File: config.mk
export PLATFORM = sky130hd
export DESIGN_NAME = str_send
export DESIGN_NICKNAME = d
export VERILOG_FILES = /design/src/rtl/str_pkg.sv /design/src/rtl/str_rom.sv /design/src/rtl/str_send.sv
export SDC_FILE = /design/constraint.sdc
export NUM_CORES = 1
export LEC_CHECK = 0
export ABC_AREA = 1
export CAP_MARGIN = 20
export CORE_UTILIZATION = 50
export CTS_BUF_LIST = sky130_fd_sc_hd__clkbuf_16
export DETAILED_ROUTE_END_ITERATION = 7
export MAX_ROUTING_LAYER = met4
export PLACE_DENSITY = 0.8
export SLEW_MARGIN = 20
export SYNTH_ARGS = -nofsm -noshare
export SYNTH_HDL_FRONTEND = slang
export SYNTH_HIERARCHICAL = 1
export SYNTH_SLANG_ARGS = --single-unit
File: constraint.sdc
create_clock -name clk -period 3.32 [get_ports clk]
set_input_delay 0.664 -clock clk [delete_from_list [all_inputs] [get_ports clk]]
set_output_delay 0.664 -clock clk [all_outputs]
set_load 0.005 [all_outputs]
File: src/rtl/str_pkg.sv
// Shared definitions for the UART command-string blocks (str_rec / str_send).
// Contents: reply message identifiers, ASCII control characters, pending-slot record,
//           and the request-priority helper used on the transmit side.
package str_pkg;

  // Reply message identifiers.
  typedef logic [1:0] msg_id_t;
  localparam msg_id_t MSG_START = 2'd0;
  localparam msg_id_t MSG_STOP  = 2'd1;
  localparam msg_id_t MSG_ERR   = 2'd2;

  // ASCII control characters appended as line terminator.
  localparam logic [7:0] CH_CR = 8'h0D;
  localparam logic [7:0] CH_LF = 8'h0A;

  // One queued request waiting for the current message to finish.
  typedef struct packed {
    logic    vld;
    msg_id_t id;
  } pend_t;

  // Length of the bare word, without line terminator.
  function automatic logic [2:0] msg_word_len(input msg_id_t id);
    return (id == MSG_STOP) ? 3'd4 : 3'd5;
  endfunction

  // Same-cycle request arbitration: stop beats start beats error.
  // Only meaningful when at least one request is active.
  function automatic msg_id_t req_winner(input logic rq_start, input logic rq_stop);
    if (rq_stop) begin
      return MSG_STOP;
    end
    if (rq_start) begin
      return MSG_START;
    end
    return MSG_ERR;
  endfunction

endpackage

File: src/rtl/str_rom.sv
// Reply message table: (message id, byte index) -> ASCII byte and message length.
// Latency: purely combinational, no state. Backpressure: not applicable.
// Ports: msg_id_i / index_i select the byte; byte_o is the character (8'h00 past the end),
//        len_o is the full message length including the optional CR LF.
module str_rom #(
  parameter int IW       = 3,
  parameter int ADD_CRLF = 1
) (
  input  logic [1:0]    msg_id_i,
  input  logic [IW-1:0] index_i,
  output logic [7:0]    byte_o,
  output logic [IW:0]   len_o
);
  import str_pkg::*;

  logic [31:0] i32;
  logic [31:0] wl32;

  always_comb begin
    i32    = 32'(index_i);
    wl32   = 32'(msg_word_len(msg_id_i));
    len_o  = (IW+1)'(wl32 + ((ADD_CRLF != 0) ? 32'd2 : 32'd0));
    byte_o = 8'h00;
    if (i32 < wl32) begin
      case (msg_id_i)
        MSG_START: begin
          case (i32)
            32'd0:   byte_o = 8'h73;  // s
            32'd1:   byte_o = 8'h74;  // t
            32'd2:   byte_o = 8'h61;  // a
            32'd3:   byte_o = 8'h72;  // r
            32'd4:   byte_o = 8'h74;  // t
            default: byte_o = 8'h00;
          endcase
        end
        MSG_STOP: begin
          case (i32)
            32'd0:   byte_o = 8'h73;  // s
            32'd1:   byte_o = 8'h74;  // t
            32'd2:   byte_o = 8'h6F;  // o
            32'd3:   byte_o = 8'h70;  // p
            default: byte_o = 8'h00;
          endcase
        end
        MSG_ERR: begin
          case (i32)
            32'd0:   byte_o = 8'h65;  // e
            32'd1:   byte_o = 8'h72;  // r
            32'd2:   byte_o = 8'h72;  // r
            32'd3:   byte_o = 8'h6F;  // o
            32'd4:   byte_o = 8'h72;  // r
            default: byte_o = 8'h00;
          endcase
        end
        default: byte_o = 8'h00;
      endcase
    end else if ((ADD_CRLF != 0) && (i32 == wl32)) begin
      byte_o = CH_CR;
    end else if ((ADD_CRLF != 0) && (i32 == wl32 + 32'd1)) begin
      byte_o = CH_LF;
    end
  end

endmodule

File: src/rtl/str_send.sv
// Streams a fixed ASCII reply ("start"/"stop"/"error", optional CR LF) to the UART TX byte port.
// Latency: byte0 is presented the cycle after the request; one byte per cycle at full rate.
// Backpressure: valid/ready; byte held stable while send_ready=0; one pending request is queued.
// Ports: clk/rst (async active-high); req_start/req_stop/req_err one-cycle request pulses;
//        send_ready in, send_valid/send_data out (byte handshake); busy while sending,
//        done pulse after the last byte, dropped pulse when a request finds the pending slot full.
module str_send #(
  parameter int MAX_LEN  = 8,
  parameter int ADD_CRLF = 1
) (
  input  logic       clk,
  input  logic       rst,
  input  logic       req_start,
  input  logic       req_stop,
  input  logic       req_err,
  input  logic       send_ready,
  output logic       send_valid,
  output logic [7:0] send_data,
  output logic       busy,
  output logic       done,
  output logic       dropped
);
  import str_pkg::*;

  localparam int IW      = $clog2(MAX_LEN);
  localparam int MSG_MAX = (ADD_CRLF != 0) ? 7 : 5;

  // The index counter must be able to address the longest reply.
  if (MAX_LEN < MSG_MAX) begin : g_bad_max_len
    $error("str_send: MAX_LEN is smaller than the longest reply");
  end

  localparam logic [1:0] ST_IDLE = 2'd0;
  localparam logic [1:0] ST_SEND = 2'd1;
  localparam logic [1:0] ST_DONE = 2'd2;

  localparam logic [IW:0] LEN_ONE = (IW+1)'(1);

  logic [1:0]    state_q, state_d;
  msg_id_t       msg_q,   msg_d;
  logic [IW-1:0] idx_q,   idx_d;
  pend_t         pend_q,  pend_d;
  logic          vld_q,   vld_d;
  logic [7:0]    dat_q,   dat_d;
  logic          busy_q,  busy_d;
  logic          done_q,  done_d;
  logic          drop_q,  drop_d;

  logic          req_any;
  msg_id_t       req_id;
  logic          launch;
  msg_id_t       launch_id;
  msg_id_t       rom_id;
  logic [IW-1:0] rom_idx;
  logic [7:0]    rom_byte;
  logic [IW:0]   rom_len;
  logic          last;

  assign req_any = req_start | req_stop | req_err;
  assign req_id  = req_winner(req_start, req_stop);

  // Decide whether a new message begins at the coming edge. In DONE the queued
  // request has precedence; with an empty slot a fresh request starts directly,
  // which is the same as queueing it and consuming it in the same cycle.
  always_comb begin
    launch    = 1'b0;
    launch_id = req_id;
    case (state_q)
      ST_IDLE: launch = req_any;
      ST_DONE: begin
        if (pend_q.vld) begin
          launch    = 1'b1;
          launch_id = pend_q.id;
        end else begin
          launch = req_any;
        end
      end
      default: launch = 1'b0;
    endcase
  end

  // One table lookup serves both cases: byte0 of a new message, or the byte
  // after the one currently on the port.
  assign rom_id  = launch ? launch_id : msg_q;
  assign rom_idx = launch ? '0 : idx_q + IW'(1);
  assign last    = ({1'b0, idx_q} == (rom_len - LEN_ONE));

  str_rom #(
    .IW       (IW),
    .ADD_CRLF (ADD_CRLF)
  ) u_rom (
    .msg_id_i (rom_id),
    .index_i  (rom_idx),
    .byte_o   (rom_byte),
    .len_o    (rom_len)
  );

  always_comb begin
    state_d = state_q;
    msg_d   = msg_q;
    idx_d   = idx_q;
    pend_d  = pend_q;
    vld_d   = vld_q;
    dat_d   = dat_q;
    busy_d  = busy_q;
    done_d  = 1'b0;
    drop_d  = 1'b0;

    case (state_q)
      ST_IDLE: begin
        // handled by the launch path below
      end
      ST_SEND: begin
        if (req_any) begin
          if (!pend_q.vld) begin
            pend_d.vld = 1'b1;
            pend_d.id  = req_id;
          end else begin
            drop_d = 1'b1;
          end
        end
        if (vld_q && send_ready) begin
          if (last) begin
            state_d = ST_DONE;
            vld_d   = 1'b0;
            busy_d  = 1'b0;
            done_d  = 1'b1;
            idx_d   = '0;
          end else begin
            idx_d = idx_q + IW'(1);
            dat_d = rom_byte;
          end
        end
      end
      ST_DONE: begin
        if (pend_q.vld) begin
          // slot is consumed now, so any request this cycle still sees it full
          pend_d = '0;
          drop_d = req_any;
        end
        if (!launch) begin
          state_d = ST_IDLE;
        end
      end
      default: state_d = ST_IDLE;
    endcase

    if (launch) begin
      state_d = ST_SEND;
      msg_d   = launch_id;
      idx_d   = '0;
      vld_d   = 1'b1;
      dat_d   = rom_byte;
      busy_d  = 1'b1;
    end
  end

  always_ff @(posedge clk or posedge rst) begin
    if (rst) begin
      state_q <= ST_IDLE;
      msg_q   <= MSG_START;
      idx_q   <= '0;
      pend_q  <= '0;
      vld_q   <= 1'b0;
      dat_q   <= 8'h00;
      busy_q  <= 1'b0;
      done_q  <= 1'b0;
      drop_q  <= 1'b0;
    end else begin
      state_q <= state_d;
      msg_q   <= msg_d;
      idx_q   <= idx_d;
      pend_q  <= pend_d;
      vld_q   <= vld_d;
      dat_q   <= dat_d;
      busy_q  <= busy_d;
      done_q  <= done_d;
      drop_q  <= drop_d;
    end
  end

  assign send_valid = vld_q;
  assign send_data  = dat_q;
  assign busy       = busy_q;
  assign done       = done_q;
  assign dropped    = drop_q;

endmodule

==> results.cfg, run 1 <==
[outcome]
status = complete, but fails checks
violations = DRC

[floorplan]
dieArea_um2 = 3230
fp.dieH_um = 56.8
placement_rows = 19
initial_utilization = 0.536
io_pins = 18
coreArea_um2 = 2810
die_w_um = 56.8

[clock_network]
cts-root-buf = clkbuf_16
hold_buffers = 0
cts_tree = done
cts_resized = 0
cts.path.max_buffers = 2
cts_setup_buffers = 0
clk_pin_slew_ps = 50
numCtsBuffers = 3
htreeDepth = 1
clock_latency_ps = 250
cts.sinks = 21

[synth]
seq_area_frac_synth = 0.350
ys_seq_elements = 21
synth_top_area_share = 0.350
ys_warn_count = 6
post-synth-top-count-cell = nand2_1
async_flop_share = 1.00
netlist_area_um2 = 1500
netlist_instances = 208
syn_avg_cell_area_um2 = 7.22
yosys.area.top_type = dfrtp_1
synthDistinctLibCells = 27
synth_common_cells = 67 x nand2_1, 23 x nand3_1, 22 x inv_1, 21 x dfrtp_1, 9 x o21ai_0
yosys_most_used_dff = dfrtp_1
synth_area_leaders = dfrtp_1 35%, nand2_1 17%, nand3_1 7.7%
synth_edf_count = 0

[power]
intPower_mw = 1.11
p_sw_mw = 1.06
power_density_nw_per_um2 = 1210
clock_power_share = 0.114
share_comb_of_total_power = 0.677
power.leakage_nw = 0.932
peakVddDrop_v = 0.000685
power_frac_seq = 0.209
netSwitchingFraction = 0.488

[setup_path]
cp-startpoint = req_stop
worst-path-max-fanout = 10
critical_path_required_ps = 3460
critPathKind = primary input to register
ff2ff_path_depth = 18
critPathLaunchType = primary input
r2r_slack_ps = 480
crit_arrival_ps = 3110
crit-reg2reg-launch = state_q[0]
cp-end-kind = register
r2r_end = send_data[3]

[global_routing]
use_met2 = 0.354
antenna_found_initial = 0
grtUsageTotal = 0.225
grt_pass1_vias = 1259
grtUsageMet3 = 0.0230
gr-total-overflow = 0
grt_max_degree = 22
grt_use_met1 = 0.301
grt_pass1_wl_mm = 5.45
busiest_layer = met2

[routing]
ant_nets = 0
routed-via-count = 1384
drc = 2
vias_per_cell = 5.32
drtIter0Drc = 67
routed_wl_mm = 3.09
wl_per_cell_um = 11.9
first_pass_iters = 6

[cells_and_area]
finish.net_count = 242
area_growth_pct = 18.7
diodes = 0
drive_above_1_share = 0.140

[flow_run]
drv_cap = 0

[timing]
holdWs_ps = 507
skew_ps = 1.33
final.period_utilization = 0.893
finalHoldViolations = 0
rsz0062_at_grt = no
slew_headroom = 0.459
fin_ws_ps = 354
final.setup.tns_ps = 0
setup_viol = 0
fmax_mhz = 337
worstMarginPinSlew_ps = 810
drv_slew = 0
timing.final.crit_period_ps = 2970

[place]
gp_congestion = 0.910
dp_slack_ps = 133
io_buffers = 17
dp_hpwl_mm = 2.36

[worst_hold_path]
hold_depth = 2
hp-class = register to register
min_from = send_data[6]
min_to = send_data[6]
-- power by group through the flow --
stage          clock (mW)  sequential (mW)  combinational, mW
2_1_floorplan           0            0.446               1.08
3_3_place_gp            0            0.453               1.42
3_5_place_dp            0            0.456               1.44
4_1_cts             0.253            0.452               1.45
5_1_grt             0.264            0.467               1.66
6_report            0.247            0.452               1.46
-- final cells by class --
cell class              count  area [um2]
clock inverters             1        3.75
well taps                  31        38.8
repair buffers             22         208
fillers                   259        1020
multi-input cells         154         827
flip-flops and latches     21         526
inverters                  28         105
clock buffers               3        75.1
-- worst max-delay path: stages --
cell and delay [ps]:
clkdlybuf4s50_1 460, nor2_2 160, nand3_2 110, nand2_2 170, nand2_1 60, o21ai_0 100
inv_1 120, nand2_1 110, inv_2 60, ha_1 300, nand2_1 70, nand2_1 60
nor2_2 140, nand3_4 150, nand2_8 130, nand2_8 70, nand2_1 90, nand2_1 50
-- flip-flops by register name, indices dropped and copies added (netlist names) --
signal     cells
idx_q          3
done           1
dropped        1
send_data      8
state_q        2
busy           1
pend_q         3
msg_q          2
-- cells in the final DEF, fill, tap and decap left out, drive strengths merged --
| cell type | count |
|---|---|
| nand2 | 74 |
| inv | 29 |
| nand3 | 27 |
| dfrtp | 21 |
| clkdlybuf4s50 | 17 |
| nor2 | 13 |
| o21ai | 11 |
| ha | 6 |
| a21oi | 6 |
| nand4 | 5 |
| buf | 5 |
| conb | 4 |
| clkbuf | 3 |
| nand3b | 2 |
| o22ai | 1 |
| a31oi | 1 |
| and3 | 1 |
| nor3 | 1 |
| xnor2 | 1 |
| o211ai | 1 |
-- per-stage QoR --
stage	instances	util	power [mW]	area [um2]
after floorplan	210	-	1.53	1510
after CTS	260	0.636	2.16	1780
after detailed placement	256	0.607	1.89	1700
final	260	0.636	2.16	1780
after global routing	260	0.636	2.39	1780
after global placement	256	0.607	1.88	1700
-- how the worst max path moves through the flow --
stage | endpoint | slack (ps) | cells past startpoint
after global routing | send_data[3] | 110 | 18
after floorplan | send_data[0] | 620 | 18
final | send_data[3] | 350 | 18
after CTS | send_data[3] | 380 | 18
after global placement | send_data[4] | 220 | 18
after detailed placement | send_data[3] | 130 | 18
-- kinds of logic after synthesis --
group	Yosys count	share of synthesized area
and+or+nand+nor	123	0.407
buffers and inverters	35	0.105
DFF	21	0.350
AOI/OAI and AO/OA	20	0.0774
adders and majority gates	6	0.0500
other	2	0.00500
xor gates and xnor gates	1	0.00583
-- layer usage --
| layer | up-vias | wire, um |
|---|---|---|
| met3 | 9 | 139 |
| met2 | 45 | 1430 |
| met1 | 627 | 1470 |
| met5 | - | 0 |
| li1 | 703 | - |
| met4 | 0 | 47 |
No activity file was read; power rests on OpenSTA's default activity.
==> run 2, diff against run 1 <==
--- a/config.mk
+++ b/config.mk
@@ -6,12 +6,14 @@
 export NUM_CORES = 1
 export LEC_CHECK = 0
 export ABC_AREA = 1
+export ABC_CLOCK_PERIOD_IN_PS = 3320
 export CAP_MARGIN = 20
-export CORE_UTILIZATION = 50
+export CORE_UTILIZATION = 45
 export CTS_BUF_LIST = sky130_fd_sc_hd__clkbuf_16
 export DETAILED_ROUTE_END_ITERATION = 7
 export MAX_ROUTING_LAYER = met4
-export PLACE_DENSITY = 0.8
+export PLACE_DENSITY = 0.74
+export RECOVER_POWER = 25
 export SLEW_MARGIN = 20
 export SYNTH_ARGS = -nofsm -noshare
 export SYNTH_HDL_FRONTEND = slang
==> results.cfg, run 2 (same netlist as run 1, synthesis figures left out) <==
[routing]
wl_per_cell_um = 11.2
routed_wl_mm = 3.07
drc = 0
routed-via-count = 1356
first_pass_iters = 4
vias_per_cell = 4.97
ant_nets = 0
drtIter0Drc = 53

[floorplan]
die_w_um = 59.8
io_pins = 18
placement_rows = 20
dieArea_um2 = 3570
fp.dieH_um = 59.8
coreArea_um2 = 3100
initial_utilization = 0.484

[setup_path]
cp.buffers_inverters = 3
worstPathCellList = clkdlybuf4s50_1 -> nor2_2 -> nand3_2 -> nand2_2 -> nand2_1 -> o21ai_0 -> inv_1 -> nand2_1 -> inv_2 -> ha_1 -> nand2_1 -> nand2_1 -> nor2_2 -> nand3_4 -> nand2_8 -> nand2_8 -> nand2_1 -> nand2_1
critical_path.max_stage_delay_ps = 460
critPathKind = primary input to register
critical_path_required_ps = 3460
critPathLaunchType = primary input
slowest_stage = clkdlybuf4s50_1
cpLargestDelayFamily = simple AND/OR/NAND/NOR gates
cp-end-kind = register
r2r_slack_ps = 500
worst-path-max-fanout = 10
crit_top_cell = nand2_1
crit_arrival_ps = 3090

[clock_network]
cts_resized = 0
cts_setup_buffers = 0
clk_pin_slew_ps = 60
clock_latency_ps = 250
hold_buffers = 0
cts_tree = done
cts.path.max_buffers = 2
htreeDepth = 1
cts-root-buf = clkbuf_16
numCtsBuffers = 3
cts.sinks = 21

[timing]
rsz0062_at_grt = no
slew_headroom = 0.466
fmax_mhz = 339
skew_ps = 2.11
final.period_utilization = 0.888
holdWs_ps = 510
timing.final.crit_period_ps = 2950
worstMarginPinSlew_ps = 800
final.setup.tns_ps = 0
finalHoldViolations = 0
drv_slew = 0
setup_viol = 0

[cells_and_area]
diodes = 0
finish.net_count = 242
largest_reg_flops = 8
drive_above_1_share = 0.144
layout_common_cells = 67 x nand2_1, 23 x nand3_1, 22 x inv_1
layout.area.seq_um2 = 526
area_growth_pct = 19.8
multi_input_area_um2 = 827
layout_commonest_cell = nand2_1
n_fill_cell = 315

[place]
io_buffers = 17
gp_congestion = 0.936
dp_hpwl_mm = 2.35

[global_routing]
gr-total-overflow = 0
grtUsageTotal = 0.197
grt_use_met1 = 0.276
use_met2 = 0.297
grt_pass1_vias = 1188
grt_pass1_wl_mm = 5.16
busiest_layer = met2
grtUsageMet3 = 0.0195
grt_max_degree = 22
antenna_found_initial = 0

[power]
power_mw = 2.16
power_density_nw_per_um2 = 1200
power.leakage_nw = 0.931
peakVddDrop_v = 0.000691

[worst_hold_path]
hp-class = register to register

[outcome]
status = finished clean

[flow_run]
drv_cap = 0
## run 2: final timing paths
check / cells past startpoint / to / startpoint
setup / recovery: 18 / send_data[1] / req_stop
hold / removal: 2 / send_data[0] / send_data[0]
setup reg to reg: 18 / send_data[1] / state_q[0]
hold reg to reg: 2 / send_data[0] / send_data[0]
max in group asynchronous: 2 / idx_q[2] / rst
min in group asynchronous: 2 / dropped / rst
## run 2: power by group
group / leakage [nW] / internal, mW / switching [mW]
clock network: 0.0409 / 0.162 / 0.0918
registers: 0.260 / 0.375 / 0.0766
logic: 0.630 / 0.570 / 0.889
total: 0.931 / 1.11 / 1.06
## run 2: worst min-delay path, delay by kind of cell (launching register included)
kind	cells	cell delay [ps]
DFF	1	340
and+or+nand+nor	2	130
## run 2: layer usage
metal,vias up,routed length [um]
li1,704,-
met1,621,1530
met2,26,1360
met3,5,119
met4,0,46
met5,-,0
## run 2: cell type report
type,instances,area share
Sequential cell,21,0.292
Tap cell,44,0.0306
Clock inverter,1,0.00278
Inverter,28,0.0584
Timing Repair Buffer,22,0.115
Clock buffer,3,0.0417
Multi-Input combinational cell,154,0.459
## run 2: metrics by stage
| stage | utilization | instance area [um2] | setup WS [ps] | std cells |
|---|---|---|---|---|
| floorplan | - | 1510 | 621 | 210 |
| CTS | 0.580 | 1800 | 371 | 273 |
| global route | 0.580 | 1800 | 109 | 273 |
| finish | 0.580 | 1800 | 372 | 273 |
| global placement | 0.554 | 1720 | 208 | 269 |
| detailed placement | 0.554 | 1720 | 120 | 269 |
==> run 3, diff against run 2 <==
--- a/config.mk
+++ b/config.mk
@@ -8,13 +8,13 @@
 export ABC_AREA = 1
 export ABC_CLOCK_PERIOD_IN_PS = 3320
 export CAP_MARGIN = 20
-export CORE_UTILIZATION = 45
+export CORE_UTILIZATION = 55
 export CTS_BUF_LIST = sky130_fd_sc_hd__clkbuf_16
 export DETAILED_ROUTE_END_ITERATION = 7
 export MAX_ROUTING_LAYER = met4
-export PLACE_DENSITY = 0.74
+export PLACE_DENSITY = 0.86
 export RECOVER_POWER = 25
-export SLEW_MARGIN = 20
+export SLEW_MARGIN = 10
 export SYNTH_ARGS = -nofsm -noshare
 export SYNTH_HDL_FRONTEND = slang
 export SYNTH_HIERARCHICAL = 1
==> results.cfg, run 3 (same netlist as run 1, synthesis figures left out) <==
[routing]
routed_wl_mm = 3.18
drtIter0Drc = 61
drc = 0
wl_per_cell_um = 12.3
routed-via-count = 1373
first_pass_iters = 4
ant_nets = 0
vias_per_cell = 5.32

[timing]
setup_viol = 0
final.period_utilization = 0.924
worstMarginPinSlew_ps = 837
slew_headroom = 0.441
rsz0062_at_grt = no
finalHoldViolations = 0
fmax_mhz = 326
final.setup.tns_ps = 0
drv_slew = 0
skew_ps = 2.01
timing.final.crit_period_ps = 3070

[global_routing]
gr-total-overflow = 0
grt_pass1_wl_mm = 5.31
grt_max_degree = 22
grtUsageTotal = 0.263
grt_pass1_vias = 1233
antenna_found_initial = 0

[floorplan]
placement_rows = 18
coreArea_um2 = 2520
dieArea_um2 = 2950
fp.dieH_um = 54.3
io_pins = 18
die_w_um = 54.3
initial_utilization = 0.596

[cells_and_area]
layout_common_cells = 67 x nand2_1, 23 x inv_1, 23 x nand3_1
largest_reg_flops = 8
instances_no_fill = 258
diodes = 0
finish.net_count = 241
area_growth_pct = 18.1
layout_commonest_cell = nand2_1
drive_above_1_share = 0.136

[place]
io_buffers = 17
dp_cells = 254
dp_hpwl_mm = 2.40
gp_congestion = 0.915

[setup_path]
cp-end-kind = register
critical_path_required_ps = 3460
crit_arrival_ps = 3210
worst-path-max-fanout = 10
critPathKind = primary input to register
critPathLaunchType = primary input

[clock_network]
cts-root-buf = clkbuf_16
cts.sinks = 21
numCtsBuffers = 3
cts_resized = 0
clock_latency_ps = 250
clk_pin_slew_ps = 50
cts.path.max_buffers = 2
cts_tree = done
hold_buffers = 0
htreeDepth = 1
cts_setup_buffers = 0

[power]
power_density_nw_per_um2 = 1220
peakVddDrop_v = 0.000862
power.leakage_nw = 0.927

[worst_hold_path]
hp-class = register to register

[outcome]
status = finished clean

[flow_run]
drv_cap = 0
run 3: final timing paths:
| path | slack, ps | cells past startpoint | end | from |
|---|---|---|---|---|
| setup / recovery | 250 | 17 | send_data[3] | req_stop |
| hold / removal | 500 | 2 | pend_q[1] | pend_q[1] |
| setup reg to reg | 370 | 18 | send_data[3] | state_q[0] |
| hold reg to reg | 500 | 2 | pend_q[1] | pend_q[1] |
| max in group asynchronous | 1780 | 2 | send_data[7] | rst |
| min in group asynchronous | 1020 | 2 | dropped | rst |
run 3: metal layers:
metal,up-vias,global-route usage,routed length (um)
li1,701,-,-
met1,617,0.347,1420
met2,50,0.409,1540
met3,5,0.0333,172
met4,0,0.103,48
met5,-,-,0
run 3: final cells by class:
class	instances	area [um2]
multi-input cells	154	827
well taps	30	37.5
flip-flops and latches	21	526
inverters	28	105
repair buffers	21	200
clock inverters	1	3.75
fillers	208	748
clock buffers	3	75.1
run 3: per-stage QoR:
step	power, mW	instance area [um2]	util	hold slack, ps	setup slack (ps)
5_1_grt	2.39	1770	0.703	543	60.9
4_1_cts	2.16	1770	0.703	508	260
3_5_place_dp	1.89	1700	0.672	494	88.4
6_report	2.17	1770	0.703	504	251
3_3_place_gp	1.86	1700	0.672	491	231
2_1_floorplan	1.53	1510	-	469	621
run 3: where the power goes:
group	leakage (nW)	internal, mW	switching, mW
Clock	0.0423	0.160	0.0863
Combinational	0.625	0.563	0.907
Sequential	0.260	0.376	0.0787
Total	0.927	1.10	1.07
run 3: critical path, cell delays in order:
cell,delay [ps]
clkdlybuf4s50_1,530
nor2_2,70
nand3_2,80
nand2_2,130
o21ai_0,320
inv_1,140
nand2_1,120
inv_2,60
ha_1,300
nand2_1,70
nand2_1,60
nor2_2,150
nand3_4,150
nand2_8,130
nand2_8,70
nand2_1,90
nand2_1,50
